**src/rtl/mysoc_ram_arbiter.sv**
```systemverilog
// Two-requester round-robin arbiter in front of a single-port RAM with 1-cycle read latency.
// Out-of-range accesses are accepted but never reach the RAM; they raise a sticky oor_err.
module mysoc_ram_arbiter #(
  parameter int ADDR_W = 14,
  parameter int DATA_W = 32,
  parameter int DEPTH  = 10240
) (
  input  logic                clk,
  input  logic                reset_n,
  input  logic [ADDR_W-1:0]   m0_address,
  input  logic [DATA_W/8-1:0] m0_byteenable,
  input  logic                m0_read,
  input  logic                m0_write,
  input  logic [DATA_W-1:0]   m0_writedata,
  output logic                m0_waitrequest,
  output logic [DATA_W-1:0]   m0_readdata,
  output logic                m0_readdatavalid,
  input  logic [ADDR_W-1:0]   m1_address,
  input  logic [DATA_W/8-1:0] m1_byteenable,
  input  logic                m1_read,
  input  logic                m1_write,
  input  logic [DATA_W-1:0]   m1_writedata,
  output logic                m1_waitrequest,
  output logic [DATA_W-1:0]   m1_readdata,
  output logic                m1_readdatavalid,
  output logic [ADDR_W-1:0]   ram_address,
  output logic [DATA_W/8-1:0] ram_byteenable,
  output logic                ram_chipselect,
  output logic                ram_write,
  output logic [DATA_W-1:0]   ram_writedata,
  output logic                ram_clken,
  input  logic [DATA_W-1:0]   ram_readdata,
  output logic                oor_err,
  input  logic                oor_err_clr
);

  localparam logic [ADDR_W:0] DEPTH_LIM = DEPTH[ADDR_W:0];

  logic req0, req1, grant0, grant1, any_grant;
  logic last_grant;
  logic sel_read, sel_write, in_range, acc_read, acc_oor;
  logic rd_valid, rd_owner, rd_oor;

  assign req0 = m0_read | m0_write;
  assign req1 = m1_read | m1_write;

  // On a tie, the requester that did not win last time gets the slot.
  assign grant0    = req0 & (~req1 | last_grant);
  assign grant1    = req1 & (~req0 | ~last_grant);
  assign any_grant = grant0 | grant1;

  assign m0_waitrequest = req0 & ~grant0;
  assign m1_waitrequest = req1 & ~grant1;

  assign ram_address    = grant1 ? m1_address    : m0_address;
  assign ram_byteenable = grant1 ? m1_byteenable : m0_byteenable;
  assign ram_writedata  = grant1 ? m1_writedata  : m0_writedata;
  assign sel_read       = grant1 ? m1_read       : m0_read;
  assign sel_write      = grant1 ? m1_write      : m0_write;
  assign in_range       = {1'b0, ram_address} < DEPTH_LIM;

  // Read+write together counts as a write, so it never occupies the return path.
  assign acc_read = any_grant & sel_read & ~sel_write;
  assign acc_oor  = any_grant & ~in_range;

  assign ram_chipselect = reset_n & any_grant & in_range;
  assign ram_write      = ram_chipselect & sel_write;
  assign ram_clken      = 1'b1;

  always_ff @(posedge clk or negedge reset_n) begin
    if (!reset_n) begin
      last_grant <= 1'b1;
      rd_valid   <= 1'b0;
      rd_owner   <= 1'b0;
      rd_oor     <= 1'b0;
      oor_err    <= 1'b0;
    end else begin
      if (any_grant) begin
        last_grant <= grant1;
      end
      rd_valid <= acc_read;
      if (acc_read) begin
        rd_owner <= grant1;
        rd_oor   <= ~in_range;
      end
      if (acc_oor) begin
        oor_err <= 1'b1;
      end else if (oor_err_clr) begin
        oor_err <= 1'b0;
      end
    end
  end

  assign m0_readdatavalid = rd_valid & ~rd_owner;
  assign m1_readdatavalid = rd_valid & rd_owner;
  assign m0_readdata      = (rd_valid & ~rd_oor) ? ram_readdata : '0;
  assign m1_readdata      = (rd_valid & ~rd_oor) ? ram_readdata : '0;

endmodule

```
**config.mk**
```make
export PLATFORM = sky130hd
export DESIGN_NAME = mysoc_ram_arbiter
export DESIGN_NICKNAME = d
export VERILOG_FILES = /design/src/rtl/mysoc_ram_arbiter.sv
export SDC_FILE = /design/constraint.sdc
export NUM_CORES = 1
export LEC_CHECK = 0
export BUFFER_PORTS_ARGS = -buffer_cell sky130_fd_sc_hd__buf_2
export CORE_AREA = 2 2 102 104
export DETAILED_ROUTE_END_ITERATION = 16
export DIE_AREA = 0 0 104 106
export PLACE_DENSITY_LB_ADDON = 0.12
export SYNTH_ARGS = -nofsm -noshare
export SYNTH_HDL_FRONTEND = slang
export SYNTH_SLANG_ARGS = --single-unit
export TNS_END_PERCENT = 20
```
**constraint.sdc**
```tcl
create_clock -name clk -period 2 [get_ports clk]
set_clock_uncertainty 0.2 [all_clocks]
set_input_delay 0.1 -clock clk [delete_from_list [all_inputs] [get_ports clk]]
set_output_delay 0.1 -clock clk [all_outputs]
set_load 0.005 [all_outputs]
```
* Word level (Yosys, flattened, before mapping)
Cells that the tools add are included.
Word-level totals: flip-flop bits (word level) 5, bits of input ports 139
Cells by class: order comparisons 1, mux-type cells 8, bitwise logic cells 27, reduce and logical (&&, ||, !) cells 1
Operators with widths (number):
- two-way mux 32 bit | 2
- less-than comparator 14 bit (second input constant) | 1
- two-way mux 14 bit | 1
- AND 1 bit | 13
- NOT 1 bit | 9
- OR 1 bit | 5
- two-way mux 1 bit | 4
- two-way mux 4 bit | 1
- nonzero test 2 bit | 1

* Longest topological paths before layout
Gate-level depths: netlist of run 1.
depth in word-level cells 9, depth in mapped cells 4, mapped depth without buffers 4

* Worst setup path after synthesis of run 1
No wires, ideal clock.
path kind flip-flop to output port, start point reg last_grant, end point out ram_address[0], arrival 1275 ps, data required time 1700 ps, slack 425 ps, cell stages (with the launch flop) 5, cells stage by stage dfstp_2 > o21ai_2 > o21ai_4 > buf_4 > mux2_2
Between the ends: cells in the longest elaborated chain, start to end 4
RTL lines:
- start, declared | line 40 | logic last_grant;
- start signal, assigned | line 79 | last_grant <= grant1;
- NOT 1 bit | line 49 | assign grant1 = req1 & (~req0 | ~last_grant);
- OR 1 bit | line 49
- AND 1 bit | line 49
- two-way mux 14 bit | line 55 | assign ram_address = grant1 ? m1_address : m0_address;
- end, declared | line 26 | output logic [ADDR_W-1:0] ram_address,
No other way between the ends.

* Worst setup path in the final report of run 1
start point reg last_grant, end point out ram_writedata[1]
Between the ends: cells in the longest elaborated chain, start to end 4
RTL lines:
- NOT 1 bit | line 49
- OR 1 bit | line 49
- AND 1 bit | line 49
- two-way mux 32 bit | line 57 | assign ram_writedata = grant1 ? m1_writedata : m0_writedata;
- end, declared | line 30 | output logic [DATA_W-1:0] ram_writedata,
No other way between the ends.

==> summary.md, run 1 <==
| Metric | Value |
|---|---|
| Critical Path Start | last_grant |
| Netlist cell types | 23 |
| Final hold viol count | 0 |
| Hpwl dp | 5410 um |
| Via count of the routed design | 1958 |
| Result of the run | finished, final reports clean |
| Crit Path Max Fanout | 27 |
| Design Area, Final | 0.00271 sq mm |
| Initial antenna violation count | 0 |
| Peak VDD IR | 187 uV |
| R2R Setup Slk | 0.33 ns |
| Number of buffers created by CTS | 3 |
| Final min period | 1.95 ns |
| ANT nets after route | 0 |
| CTS H-Tree Depth | 1 |
| Placed cell area | 0.00263 sq mm |
| ANT cells | 0 |
| Clk Latency, worst-skew pair | 0.22 ns |
| MaxCap Viol Count | 0 |
| Chip Width | 104 um |
| Routed WL | 6060 um |
| IO buf count | 259 |
| WHS Path Cells | 2 |
| Critical Path RT | 1.70 ns |
| Routed wl met3 | 658 um |
| Syn nets | 298 |
| Max Freq | 0.513 GHz |
| Power Dens Cells | 456 mW/mm^2 |
| Reg clk slew, reported paths | 0.04 ns |
| Setup crit end kind | output port |
| Post-route setup slack | 0.0494 ns |
| Drt pass-1 iters | 4 |
| Postcts setup bufs | 0 |
| First-pass GRT wire length | 8450 um |
| Post-Synthesis Cells | 159 |
| Total gr overflow | 0 |
| Setup WS pre-CTS | 0.261 ns |
| CTS root buf | clkbuf_8 |
| Ports | 261 |
| RSZ-0062 raised after global routing | true |
| Avg Synthesized Cell Area | 8.73 sq um |
| Hold endpoint | last_grant |
| #FFs+latches synth | 5 |
| Crit Path Category | reg2out |
| CP Launch Type | register |
| Reg2reg start | last_grant |
| Vias in the first global route | 1806 |
| Hold WC Path Type | in2reg |
| Vias per cell | 3.72 |
| DRC Markers | 0 |
| Min-delay src | m1_read |
| Met1 Routed Length | 1800 um |
| Synth Cell Area | 0.00139 sq mm |
| Core region area | 0.0100 sq mm |
| Capturing point of the worst reg2reg path | rd_oor |
| Largest net degree at the start of global routing | 28 |
| Starting Density | 13.9% |
| Crit share post-route | 97.5% |
| Max-slew violations | 0 |
| WL met2 | 3590 um |
| Initial DRC Count | 30 |
| Wirelength per Cell | 11.5 um |
| Gr usage total | 9.46% |
| Die Y | 106 um |
| YS warnings | 0 |
| CTS tree | yes |
| Final net count | 530 |
| Die Area | 0.0110 sq mm |
| Data arrival, critical path | 1.65 ns |
| GPL Wtd Cong | 0.733 |
| FP Rows | 37 |
| LEAKAGE | 1.63 nW |
| Top layer in use | met4 |
| Layout area overhead | 95.5% |
| Setup-failing EPs final | 0 |
| Filler cells | 1140 |
| Clock buffer depth | 2 |
| FF-to-FF path depth | 5 |
| Share of layout cells above drive strength 1 | 83.1% |
| Sequential area share after synthesis | 9.11% |
| # clock sinks | 5 |
[power by group]
group / internal [mW] / switching, mW
clock: 0.137 / 0.0512
combinational: 0.539 / 0.369
sequential: 0.127 / 0.0153
[logic make-up (layout without fill, tap and decap cells)]
logic type	Yosys count	after routing	synth area share, %
AO/OA/AOI/OAI	9	9	5.05
buffers and inverters	44	275	22.2
flip-flops	5	5	9.11
multiplexers	53	53	42.8
other	1	1	0.270
AND/OR/NAND/NOR	47	47	20.6
[routing by layer]
metal / vias up / track usage (%)
met5: - / 0
met4: 0 / 0.869
met3: 2 / 3.19
met2: 138 / 21.5
met1: 853 / 7.81
li1: 965 / -
[repair_timing]
action | 4_1_cts | 5_1_grt
endpoints found under the hold margin | 7 | 0
hold buffers | 3 | 0
setup endpoints to repair | 0 | 21
resized for setup | 0 | 2
[sequential cells by signal, indices dropped and copies added, names as in the netlist]
register    cells
rd_owner        1
last_grant      1
oor_err         1
rd_oor          1
rd_valid        1
[metrics by stage]
step	util, %	std cells	TNS, ns	power (mW)	hold WS, ns
floorplan	-	159	0	0.662	-0.396
global placement	26.3	519	0	1.06	-0.257
detailed placement	26.3	519	0	1.06	-0.253
CTS	27.1	526	0	1.26	0.0145
global route	27.1	526	-0.163	1.34	0.0346
finish	27.1	526	0	1.24	0.0204
[critical path, cell delays in order (launching register included)]
cell     delay [ns]
dfstp_2        0.52
o21ai_2        0.07
o21ai_4        0.12
buf_12         0.22
mux2_2         0.34
buf_2          0.14
[cells in the final DEF, fill, tap and decap left out]
cell type / n
a21oi_1: 2
a22o_1: 1
and2_1: 33
buf_12: 2
buf_2: 259
buf_4: 4
clkbuf_1: 1
clkbuf_8: 3
conb_1: 1
dfrtp_1: 4
dfstp_2: 1
dlygate4sd3_1: 3
inv_1: 3
mux2_2: 49
mux2_4: 2
mux2i_1: 2
nand2_1: 4
nand2b_1: 1
nor2_1: 3
nor2b_1: 2
nor2b_2: 1
nor3_1: 1
nor3b_1: 1
nor4b_2: 1
o21a_1: 1
o21ai_0: 2
o21ai_2: 1
o21ai_4: 1
o31a_1: 1
[cells in the mapped netlist]
cell type	instances	area, sq um
mux2_2	51	574
buf_4	38	285
and2_1	33	206
dfrtp_1	4	100
nand2_1	4	15.0
clkbuf_1	3	11.3
inv_1	3	11.3
nor2_1	3	11.3
nor2b_1	3	18.8
a21oi_1	2	10.0
mux2i_1	2	20.0
o21ai_0	2	10.0
a22o_1	1	8.76
conb_1	1	3.75
dfstp_2	1	26.3
nand2b_1	1	6.26
nor3_1	1	5.00
nor3b_1	1	7.51
nor4b_2	1	15.0
o21a_1	1	7.51
o21ai_2	1	8.76
o21ai_4	1	16.3
o31a_1	1	8.76
[how the worst max path moves through the flow]
| stage | to |
|---|---|
| after global placement | ram_address[5] |
| after detailed placement | ram_address[5] |
| final | ram_writedata[1] |
| after floorplan | ram_address[0] |
| after global routing | ram_writedata[6] |
| after CTS | ram_address[5] |
[cell type report]
cell class | instances | area [sq um] | area share (%)
Clock buffer | 4 | 45.0 | 1.66
Inverter | 3 | 11.3 | 0.415
Multi-Input combinational cell | 110 | 963 | 35.5
Tap cell | 136 | 170 | 6.27
Sequential cell | 5 | 126 | 4.66
Timing Repair Buffer | 268 | 1400 | 51.5
No activity file was read; power rests on OpenSTA's default activity.
==> run 2: changes to the inputs <==
--- a/config.mk
+++ b/config.mk
@@ -10,6 +10,7 @@
 export DETAILED_ROUTE_END_ITERATION = 16
 export DIE_AREA = 0 0 104 106
 export PLACE_DENSITY_LB_ADDON = 0.12
+export RECOVER_POWER = 25
 export SYNTH_ARGS = -nofsm -noshare
 export SYNTH_HDL_FRONTEND = slang
 export SYNTH_SLANG_ARGS = --single-unit
==> summary.md, run 2 (synthesized netlist as in run 1, its figures left out) <==
| Metric | Value |
|---|---|
| ANT cells | 0 (unchanged) |
| Critical Path RT | 1.70 ns (about the same) |
| Crit share post-route | 97.5% (about the same) |
| Delay-heaviest family, CP | flip-flops |
| CP max-delay cell | dfstp_2 |
| Setup TNS Final | 0 ns (unchanged) |
| First-pass GRT wire length | 8450 um (unchanged) |
| Cells along the critical path | o21ai_2 > o21ai_4 > buf_12 > mux2_2 > buf_2 |
| Clk Latency, worst-skew pair | 0.22 ns (about the same) |
| Vias in the first global route | 1806 (unchanged) |
| Core region area | 0.0100 sq mm (unchanged) |
| MaxCap Viol Count | 0 (unchanged) |
| IO buf count | 259 (unchanged) |
| Hold WC Path Type | in2reg |
| Crit path largest cell delay | 0.52 ns (about the same) |
| Ports | 261 (unchanged) |
| Commonest cells after routing, fill and taps aside | 251 x buf_2, 49 x mux2_2, 26 x and2_1 |
| CTS tree | yes |
| FP Rows | 37 (unchanged) |
| # clock sinks | 5 (unchanged) |
| Largest net degree at the start of global routing | 28 (unchanged) |
| Filler cells | 1144 (+0.35%) |
| ANT nets after route | 0 (unchanged) |
| RSZ-0062 raised after global routing | true |
| Max Freq | 0.513 GHz (unchanged) |
| Initial DRC Count | 29 (-3.3%) |
| WP buf/inv | 2 (unchanged) |
| Peak VDD IR | 186 uV (-0.70%) |
| CTS root buf | clkbuf_8 |
| Result of the run | finished, final reports clean |
| Max-slew violations | 0 (unchanged) |
| Reg area | 126 sq um (unchanged) |
| LEAKAGE | 1.59 nW (-2.2%) |
| Routed WL | 6070 um (+0.12%) |
| Wirelength per Cell | 11.5 um (+0.12%) |
| Starting Density | 13.9% (unchanged) |
| FF-to-FF path depth | 5 (unchanged) |
| GPL Wtd Cong | 0.733 (unchanged) |
| Setup WS pre-CTS | 0.261 ns (unchanged) |
| Final min period | 1.95 ns (-0.000000200 ns) |
| Final hold viol count | 0 (unchanged) |
| Final net count | 530 (unchanged) |
| Gr usage total | 9.46% (unchanged) |
| Die Area | 0.0110 sq mm (unchanged) |
| Hpwl dp | 5410 um (unchanged) |
| Crit Path Max Fanout | 27 (unchanged) |
| Power Dens Cells | 455 mW/mm^2 (-0.24%) |
| Post-route setup slack | 0.0494 ns (+0.000000200 ns) |
| Setup-failing EPs final | 0 (unchanged) |
| Layout area overhead | 94.4% |
| Chip Width | 104 um (unchanged) |
| Initial antenna violation count | 0 (unchanged) |
| Placed cell area | 0.00263 sq mm (unchanged) |
| Share of layout cells above drive strength 1 | 80.8% (-2.3 points) |
| Clock buffer depth | 2 (unchanged) |
| Data arrival, critical path | 1.65 ns (about the same) |
| Reg clk slew, reported paths | 0.04 ns (about the same) |
| CP Launch Type | register |
| Most common cell after layout, fill and taps aside | buf_2 |
| Area of the multi-input gates | 961 sq um (-0.26%) |
| CTS H-Tree Depth | 1 (unchanged) |
| Vias per cell | 3.72 (-0.10%) |
| DRC Markers | 0 (unchanged) |
| Design Area, Final | 0.00270 sq mm (-0.55%) |
| Die Y | 106 um (unchanged) |
| Via count of the routed design | 1956 (-0.10%) |
| WHS Path Cells | 2 (unchanged) |
| Number of buffers created by CTS | 3 (unchanged) |
| Levels on crit path | 5 (unchanged) |
| Crit Path Category | reg2out |
| Drt pass-1 iters | 4 (unchanged) |
| Total gr overflow | 0 (unchanged) |
| Setup crit end kind | output port |
run 2: cell types whose count changed in the layout (fill, tap and decap cells not counted):
cell      before  now
and2_0         0    7
and2_1        33   26
buf_2        259  251
buf_4          4    3
clkbuf_1       1    9
clkbuf_2       0    1
nor2b_1        2    3
nor2b_2        1    0
run 2: metrics by stage:
step,util [%],hold slack (ns),total power [mW],cells
floorplan,-,-0.396,0.662,159
global route,27.0,0.0346,1.33,526
finish,27.0,0.0204,1.23,526
CTS,27.1,0.0145,1.26,526
global placement,26.3,-0.257,1.06,519
detailed placement,26.3,-0.253,1.06,519
run 2: final timing paths:
check	to	slack (ns)	startpoint
worst min-delay path	last_grant	0.02	m1_read
max in group asynchronous	last_grant	1.16	reset_n
worst max-delay path	ram_writedata[1]	0.05	last_grant
worst max register to register	rd_oor	0.33	last_grant
min in group asynchronous	oor_err	0.12	reset_n
worst min register to register	rd_oor	0.33	rd_oor
run 2: cell type report:
type | instances | share of cell area [%]
Clock buffer | 4 | 1.67
Inverter | 3 | 0.417
Multi-Input combinational cell | 110 | 35.6
Sequential cell | 5 | 4.68
Tap cell | 136 | 6.31
Timing Repair Buffer | 268 | 51.3
run 2: power breakdown:
| group | internal, mW | switching (mW) |
|---|---|---|
| sequential | 0.127 | 0.0145 |
| combinational | 0.529 | 0.370 |
| clock | 0.137 | 0.0512 |
| total | 0.793 | 0.436 |
run 2: metal layers:
metal	track usage (%)	wire, um	vias to the layer above
li1	-	-	965
met1	7.81	1810	851
met2	21.5	3590	138
met3	3.19	653	2
met4	0.869	12	0
met5	0	0	-
run 2: worst reg2reg max path, cell delays in order (launching register included):
cell and delay (ns):
dfstp_2 0.52, buf_4 0.13, nand2_1 0.05, a21oi_1 0.13
o21a_1 0.18, mux2_2 0.34
run 2: timing repair:
action | 4_1_cts | 5_1_grt
setup endpoints to repair | 0 | 21
gates resized for setup | 0 | 2
hold buffers | 3 | 0
hold endpoints to repair | 7 | 0
buffers inserted | 0 | 0
==> run 3: changes to the inputs <==
--- a/config.mk
+++ b/config.mk
@@ -9,8 +9,10 @@
 export CORE_AREA = 2 2 102 104
 export DETAILED_ROUTE_END_ITERATION = 16
 export DIE_AREA = 0 0 104 106
+export MAX_ROUTING_LAYER = met4
 export PLACE_DENSITY_LB_ADDON = 0.12
 export RECOVER_POWER = 25
+export SETUP_SLACK_MARGIN = 0.3
 export SYNTH_ARGS = -nofsm -noshare
 export SYNTH_HDL_FRONTEND = slang
 export SYNTH_SLANG_ARGS = --single-unit
==> summary.md, run 3 (synthesized netlist as in run 1, its figures left out) <==
| Metric | Value |
|---|---|
| Gr usage total | 9.73% (+0.27 points) |
| Design Area, Final | 0.00270 sq mm (+0.14%) |
| CTS root buf | clkbuf_8 |
| Final net count | 530 (unchanged) |
| MaxCap Viol Count | 0 (unchanged) |
| Die Y | 106 um (unchanged) |
| Crit Path Category | reg2out |
| Data arrival, critical path | 1.65 ns (about the same) |
| Vias per cell | 3.73 (+0.31%) |
| Met1 Routed Length | 1880 um (+3.8%) |
| Sequential share of power | 11.5% (about the same) |
| Layout area overhead | 94.7% |
| CP Launch Type | register |
| Total gr overflow | 0 (unchanged) |
| Net Sw Frac | 35.4% (-0.049 points) |
| Initial DRC Count | 30 (+3.4%) |
| Max Freq | 0.514 GHz (+0.24%) |
| Logic gate share of total power | 73.3% (about the same) |
| Hold WC Path Type | in2reg |
| DRC Markers | 0 (unchanged) |
| Final min period | 1.95 ns (-0.00474 ns) |
| GPL Wtd Cong | 0.742 (+1.2%) |
| Power Dens Cells | 456 mW/mm^2 (+0.11%) |
| Most common cell after layout, fill and taps aside | buf_2 |
| Number of buffers created by CTS | 3 (unchanged) |
| Final hold viol count | 0 (unchanged) |
| WL met2 | 3600 um (+0.28%) |
| FP Rows | 37 (unchanged) |
| IO buf count | 259 (unchanged) |
| RSZ-0062 raised after global routing | true |
| Commonest cells after routing, fill and taps aside | 250 x buf_2, 49 x mux2_2, 27 x and2_1 |
| Crit share post-route | 97.3% (-0.24 points) |
| Via count of the routed design | 1962 (+0.31%) |
| Routed wl met3 | 565 um (-13%) |
| CTS H-Tree Depth | 1 (unchanged) |
| Die Area | 0.0110 sq mm (unchanged) |
| Setup crit end kind | output port |
| Final core utilization | 27.0% (+0.038 points) |
| Wirelength per Cell | 11.5 um (-0.16%) |
| Starting Density | 13.9% (unchanged) |
| Result of the run | finished, final reports clean |
| Crit Path Max Fanout | 27 (unchanged) |
| Reg clk slew, reported paths | 0.04 ns (about the same) |
| Clock power share | 15.3% (about the same) |
| Clk Latency, worst-skew pair | 0.22 ns (about the same) |
| # clock sinks | 5 (unchanged) |
| Hpwl dp | 5410 um (unchanged) |
| Peak VDD IR | 186 uV (about the same) |
| Drt pass-1 iters | 4 (unchanged) |
| Routed WL | 6060 um (-0.16%) |
| Hold Worst Slack | 0.0208 ns (+0.000351 ns) |
| Psw | 0.436 mW (+0.11%) |
| Critical Path RT | 1.70 ns (about the same) |
| First-pass GRT wire length | 8450 um (unchanged) |
| Postcts setup bufs | 0 (unchanged) |
| Largest net degree at the start of global routing | 28 (unchanged) |
| ANT nets after route | 0 (unchanged) |
| LEAKAGE | 1.59 nW (about the same) |
| ANT cells | 0 (unchanged) |
| Share of layout cells above drive strength 1 | 80.8% (unchanged) |
| Core region area | 0.0100 sq mm (unchanged) |
| Ports | 261 (unchanged) |
| Chip Width | 104 um (unchanged) |
| Setup-failing EPs final | 0 (unchanged) |
| Placed cell area | 0.00263 sq mm (unchanged) |
| CTS tree | yes |
| Top layer in use | met4 |
| Max-slew violations | 0 (unchanged) |
| Vias in the first global route | 1807 (+0.055%) |
| Initial antenna violation count | 0 (unchanged) |
| Internal Power | 0.795 mW (+0.32%) |
| Clock buffer depth | 2 (unchanged) |
==> run 3: what timing repair did <==
action	CTS	global route
cloned	0	0
gates resized for setup	0	3
setup endpoints to repair	52	55
hold buffers	3	0
hold endpoints to repair	7	0
==> run 3: per-stage QoR <==
step	power [mW]	TNS [ns]	instances	setup WS, ns
global placement	1.06	0	519	0.284
CTS	1.26	0	526	0.0229
finish	1.23	0	526	0.0541
detailed placement	1.06	0	519	0.261
floorplan	0.662	0	159	0.425
global route	1.34	-0.165	526	-0.0161
==> run 3: power by group through the flow <==
stage               Sequential (mW)  Clock [mW]  Combinational, mW
floorplan                     0.142           0              0.520
global placement              0.142           0              0.914
detailed placement            0.143           0              0.915
CTS                           0.143       0.193              0.928
global route                  0.144       0.202              0.989
finish                        0.141       0.188              0.903
==> run 3: cell type report <==
type | instances | area [sq um]
multi-input cells | 110 | 961
repair buffers | 268 | 1390
clock buffers | 4 | 45.0
well taps | 136 | 170
flip-flops and latches | 5 | 126
fillers | 1143 | 7300
inverters | 3 | 11.3
==> run 3: worst max-delay path: stages (launching register included) <==
cell and delay [ns]:
dfstp_2 0.52, o21ai_2 0.07, o21ai_4 0.12, buf_12 0.23, mux2_2 0.34, buf_2 0.14
==> run 3: per-layer routing <==
metal,up-vias,global-route usage [%]
met1,857,8.26
met5,-,-
li1,965,-
met4,0,0.869
met2,138,21.5
met3,2,2.45
==> run 3: final timing paths <==
kind,to,from,cells past startpoint,slack [ns]
max,ram_writedata[1],last_grant,5,0.05
min,last_grant,m1_read,2,0.02
max reg2reg,rd_oor,last_grant,5,0.33
min reg2reg,rd_oor,rd_oor,1,0.33
max in group asynchronous,last_grant,reset_n,2,1.16
min in group asynchronous,oor_err,reset_n,2,0.12
